===== src/rtl/serial_subtractor.sv =====
// Bit-serial subtractor: diff = a - b - bin (mod 2^N), LSB first, one cell.
// Ports: clk, rst (sync high), start/a/b/bin in; busy, done, diff, bout out.
module serial_subtractor #(
  parameter int N = 8
) (
  input  logic         clk,
  input  logic         rst,
  input  logic         start,
  input  logic [N-1:0] a,
  input  logic [N-1:0] b,
  input  logic         bin,
  output logic         busy,
  output logic         done,
  output logic [N-1:0] diff,
  output logic         bout
);

  localparam int CW = $clog2(N);

  typedef enum logic [1:0] {
    S_IDLE,
    S_SHIFT,
    S_DONE
  } state_t;

  state_t r_state;
  state_t w_next;

  logic [N-1:0]  r_a;
  logic [N-1:0]  r_b;
  logic          r_br;
  logic [CW-1:0] r_cnt;
  logic [N-2:0]  r_res;
  logic [N-1:0]  r_diff;
  logic          r_bout;

  logic          w_load;
  logic          w_step;
  logic          w_last;
  logic          w_cnt_last;
  logic          w_ai;
  logic          w_bi;
  logic          w_d;
  logic          w_brn;
  logic [N-1:0]  w_res_nxt;

  assign w_cnt_last = (r_cnt == CW'(N - 1));

  // full-subtractor cell on the current LSBs
  assign w_ai  = r_a[0];
  assign w_bi  = r_b[0];
  assign w_d   = w_ai ^ w_bi ^ r_br;
  assign w_brn = (~w_ai & w_bi) | (~(w_ai ^ w_bi) & r_br);

  // new bit enters at the MSB; after N steps bit 0 lands at position 0
  assign w_res_nxt = {w_d, r_res};

  always_ff @(posedge clk) begin
    if (rst) begin
      r_state <= S_IDLE;
    end else begin
      r_state <= w_next;
    end
  end

  always_comb begin
    w_next = r_state;
    busy   = 1'b0;
    done   = 1'b0;
    w_load = 1'b0;
    w_step = 1'b0;
    w_last = 1'b0;
    unique case (r_state)
      S_IDLE: begin
        if (start) begin
          w_load = 1'b1;
          w_next = S_SHIFT;
        end
      end
      S_SHIFT: begin
        busy   = 1'b1;
        w_step = 1'b1;
        if (w_cnt_last) begin
          w_last = 1'b1;
          w_next = S_DONE;
        end
      end
      S_DONE: begin
        done   = 1'b1;
        w_next = S_IDLE;
      end
      default: begin
        w_next = S_IDLE;
      end
    endcase
  end

  always_ff @(posedge clk) begin
    if (rst) begin
      r_a    <= '0;
      r_b    <= '0;
      r_br   <= 1'b0;
      r_cnt  <= '0;
      r_res  <= '0;
      r_diff <= '0;
      r_bout <= 1'b0;
    end else begin
      if (w_load) begin
        r_a   <= a;
        r_b   <= b;
        r_br  <= bin;
        r_cnt <= '0;
        r_res <= '0;
      end else if (w_step) begin
        r_a   <= {1'b0, r_a[N-1:1]};
        r_b   <= {1'b0, r_b[N-1:1]};
        r_br  <= w_brn;
        r_cnt <= r_cnt + CW'(1);
        r_res <= w_res_nxt[N-1:1];
      end
      if (w_last) begin
        r_diff <= w_res_nxt;
        r_bout <= w_brn;
      end
    end
  end

  assign diff = r_diff;
  assign bout = r_bout;

endmodule


===== config.mk =====
export PLATFORM = sky130hd
export DESIGN_NAME = serial_subtractor
export DESIGN_NICKNAME = d
export VERILOG_FILES = /design/src/rtl/serial_subtractor.sv
export SDC_FILE = /design/constraint.sdc
export NUM_CORES = 1
export LEC_CHECK = 0
export BUFFER_PORTS_ARGS = -buffer_cell sky130_fd_sc_hd__buf_2
export CORE_UTILIZATION = 50
export CTS_CLUSTER_DIAMETER = 60
export CTS_CLUSTER_SIZE = 40
export DETAILED_ROUTE_END_ITERATION = 6
export GPL_TIMING_DRIVEN = 1
export PLACE_DENSITY = 0.78
export SLEW_MARGIN = 20
export SYNTH_ARGS = -nofsm -noshare
export SYNTH_HDL_FRONTEND = slang
export SYNTH_SLANG_ARGS = --single-unit

===== constraint.sdc =====
create_clock -name clk -period 1.8 [get_ports clk]
set_clock_uncertainty 0.15 [all_clocks]
set_input_delay 0.09 -clock clk [delete_from_list [all_inputs] [get_ports clk]]
set_output_delay 0.09 -clock clk [all_outputs]
set_load 0.05 [all_outputs]

Word level (Yosys, flattened, before mapping)
Index checks and enable logic that the tools add are counted.

$add $sub $neg: 1. Equality and inequality tests: 5. Muxes and demuxes: 15. Bitwise logic cells: 7. Reductions and logical operators: 4.

Operators with widths (count): $mux W8 (4); $mux W1 (8); $mux W2 (2); $ne A2 B2 Y1 const B (2); $pmux W2 S2 (1); $add A3 B1 Y3 const B (1); $eq A3 B3 Y1 const B (1); $and A1 B1 Y1 (2); $eq A2 B1 Y1 const B (1); $eq A2 B2 Y1 const B (1); $logic_not A2 Y1 (1); $not A1 Y1 (2); $reduce_and A2 Y1 (1); $reduce_bool A2 Y1 (1); $reduce_or A2 Y1 (1); $xor A1 B1 Y1 (2); $or A1 B1 Y1 (1).

Bits in registers: 38. Input bits: 20. Output and inout port bits: 11. Logic and storage cells: 40.

Logic depth before layout (Yosys ltp)
Depth in word-level cells: 6. Depth in mapped cells: 6. Gate-level depth less buffers: 5.

Least setup slack after synthesis
No wires, ideal clock.

Path type: reg-to-reg. From: register r_state[1]. To: register r_res[1]. Setup time: 0.070 ns. Arrival: 1.235 ns. Required time: 1.580 ns. Slack: 0.346 ns. Stages on the path, launching flop included: 7. Path buffers: 2. Clock period less this slack: 1.454 ns. Cells stage by stage: dfxtp_1 > nand2b_1 > buf_6 > inv_4 > buf_2 > nand2_1 > a21oi_1.

Elaborated cells on any way between the ends: 5. Classes of those cells: eq/ne (1); mux (2); reduce/logical (2).

RTL lines: start: declaration (line 26) `state_t r_state;`; start signal: assignment (line 62) `r_state <= w_next;`; $eq A2 B1 Y1; $mux W1; named net busy (line 12) `output logic busy,`; end signal: assignment (line 119) `r_res <= w_res_nxt[N-1:1];`; end: declaration (line 33) `logic [N-2:0] r_res;`.

The timed path passes the listed nets, and every way through them passes these cells. A chain may end at the register's enable or synchronous reset.

Worst setup path in the final report
From: register r_state[1]. To: output port busy.

Longest elaborated chain between the ends: 2.

Ends and longest elaborated chain: $eq A2 B1 Y1 (line 73) `unique case (r_state)`; $mux W1 (line 73); end: declaration (line 12).

No other way between the ends.

==> impl_metrics.tcl <==
set metrics [dict create \
    report.final.slew_viol_count 0 \
    htree_num_levels 2 \
    max_stage_delay_ps 440 \
    start_kind "register" \
    final_hold_viol_count 0 \
    tightest_slew_ps 416 \
    setup_viol 0 \
    instances_no_fill 284 \
    grt_setup_unrepaired "false" \
    synth_fp_nets 216 \
    drc 0 \
    drive_above_1_share_pct 22.9 \
    crit_chain "nand2b_2 -> clkinv_4 -> buf_4" \
    start_util_pct 53.0 \
    cts_buffer_depth 2 \
    io_buffer_count 30 \
    cts_buffers 5 \
    areaGrowthSynthToFinish_pct 23.1 \
    vias 1457 \
    critPathCaptureType "output port" \
    wl_per_cell_um 12.3 \
    drt_wl_total_mm 3.48 \
    arrival_ps 1420 \
    drtPass1Iterations 4 \
    ys_seq_area_share_pct 47.0 \
    grt_max_degree 34 \
    stdcell_area_um2 1990 \
    regToRegSetupSlack_ps 300 \
    postCtsSetupBuffers 0 \
    ys_ff_latch 38 \
    period_share_pct 92.3 \
    p_leak_nw 0.785 \
    period_minus_slack_ps 1660 \
    netlist_area_um2 1620 \
    dp.cells 260 \
    fin_tns_setup_ps 0 \
    grt-ovfl-total 0 \
    vdd_drop_max_v 0.000492 \
    critPathTopFamily "flip-flops" \
    grt_pass1_vias 1349 \
    clk_pin_slew_worst_paths_ps 110 \
    antenna_left 0 \
    yosys.area.top_type_share_pct 47.0 \
    cp_slowest_cell "dfxtp_2" \
    core_um2 3050 \
    relSlewSlack_pct 72.3 \
    grtUsageTotal_pct 22.9 \
    yosys-top-cells-count "nand2_1 (41), dfxtp_1 (38), a21oi_1 (35)" \
    nNetsFinal 263 \
    drv_cap 0 \
    max_freq_ghz 0.602 \
    diodes 0 \
    clkSinkCount 38 \
    post-synth-top-count-cell "nand2_1" \
    dieWidth_um 58.9 \
    synth_edf_count 0 \
    grt_pass1_wl_mm 5.87 \
    synth_top_flop_cell "dfxtp_1" \
    netlist_instances 193 \
    vias_per_cell 5.13 \
    drt-initial-drc-count 54 \
    ys_warn_count 0 \
    cts_tree "built" \
    status "finished clean" \
    ys_types 27 \
    place_area_um2 1770 \
    powerDensity_nw_per_um2 785 \
    path_class "reg -> out" \
    path_max_fanout 17 \
    cts_root_buf "clkbuf_4" \
    min_path_type "in -> reg" \
    antenna_found_initial 0 \
    place_congestion 0.743 \
    synth_top_cells_by_area "dfxtp_1 (47%), a21oi_1 (11%), nand2_1 (9.5%), a211oi_1 (5.6%), nor2_1 (3.9%)" \
    synthArstFlopShare_pct 0 \
    pin_count 31 \
    rows 20 \
    yosysTopAreaCell "dfxtp_1" \
    hpwl_mm 2.06 \
    die-area_um2 3470 \
    syn_area_per_cell_um2 8.39 \
    clk_latency_ps 350 \
    cp_num_buf_inv 2 \
    critPathRequiredTime_ps 1560 \
    die-height_um 58.9 \
]
where the power goes:
| part | internal [mW] | switching [mW] |
|---|---|---|
| combinational | 0.113 | 0.132 |
| sequential | 0.881 | 0.0265 |
| clock | 0.147 | 0.265 |
cell type report:
type | count | area (um2)
Clock buffer | 7 | 45.0
Fill cell | 292 | 1060
Inverter | 3 | 16.3
Multi-Input combinational cell | 137 | 736
Sequential cell | 38 | 763
Tap cell | 44 | 55.1
Timing Repair Buffer | 54 | 373
Timing Repair inverter | 1 | 5.00
timing repair:
item / 4_1_cts / 5_1_grt
hold buffers: 16 / 0
cloned: 0 / 1
setup endpoints to repair: 1 / 1
resized for setup: 4 / 2
endpoints found under the hold margin: 16 / 0
path summary, 6_finish.rpt:
check              from          to  depth (start not counted)
max reg2reg  r_state[1]    r_cnt[0]                          3
max          r_state[1]        busy                          3
min                 rst  r_state[0]                          3
min reg2reg     diff[6]     diff[6]                          2
state kept, by name (all words and copies together), names as in the netlist:
| signal | cells |
|---|---|
| r_a | 8 |
| bout | 1 |
| r_cnt | 3 |
| r_res | 7 |
| r_br | 1 |
| r_state | 2 |
| diff | 8 |
| r_b | 8 |
per-layer routing:
metal / vias up / share of wire, % / global-route usage [%]
met1: 664 / 46 / 27.8
met4: 0 / 2.4 / 12.2
met3: 8 / 4.7 / 4.62
met5: - / 0 / 0
met2: 39 / 46 / 38.1
li1: 746 / - / -
cells by family (layout without fill, tap and decap cells):
group | count (synthesis) | count (layout) | synth area share, %
XOR/XNOR | 1 | 1 | 0.541
buffers and inverters | 18 | 65 | 7.73
adder cells (fa/ha/maj) | 3 | 3 | 2.78
AO/OA/AOI/OAI | 50 | 50 | 18.4
AND/OR/NAND/NOR | 83 | 83 | 23.6
flip-flops | 38 | 38 | 47.0
metrics by stage:
| stage | setup slack (ps) | hold slack [ps] | power, mW | util, % |
|---|---|---|---|---|
| after floorplan | 346 | 76.0 | 1.09 | - |
| after global placement | 248 | 185 | 1.13 | 58.1 |
| after detailed placement | 171 | 187 | 1.14 | 58.1 |
| after CTS | 49.0 | 5.45 | 1.57 | 65.0 |
| after global routing | 78.4 | 69.7 | 1.65 | 65.3 |
| final | 138 | 74.2 | 1.56 | 65.3 |
worst min-delay path: cells and delay by family:
kind                   cells  cell delay [ps]
buffers and inverters      2              340
and+or+nand+nor            1              120
placed cells by master (no fill, tap or decap), types with 2 or more instances in the layout:
master,n
a21oi_1,35
nor3_1,3
clkbuf_4,5
buf_2,29
nand3_1,10
nor2_1,17
dlygate4sd3_1,16
nand2b_1,3
nand2_1,41
inv_1,2
dfxtp_2,2
or3b_2,3
ha_1,2
dfxtp_1,36
clkbuf_1,2
buf_4,9
a211oi_1,12
No activity file was read; power rests on OpenSTA's default activity.
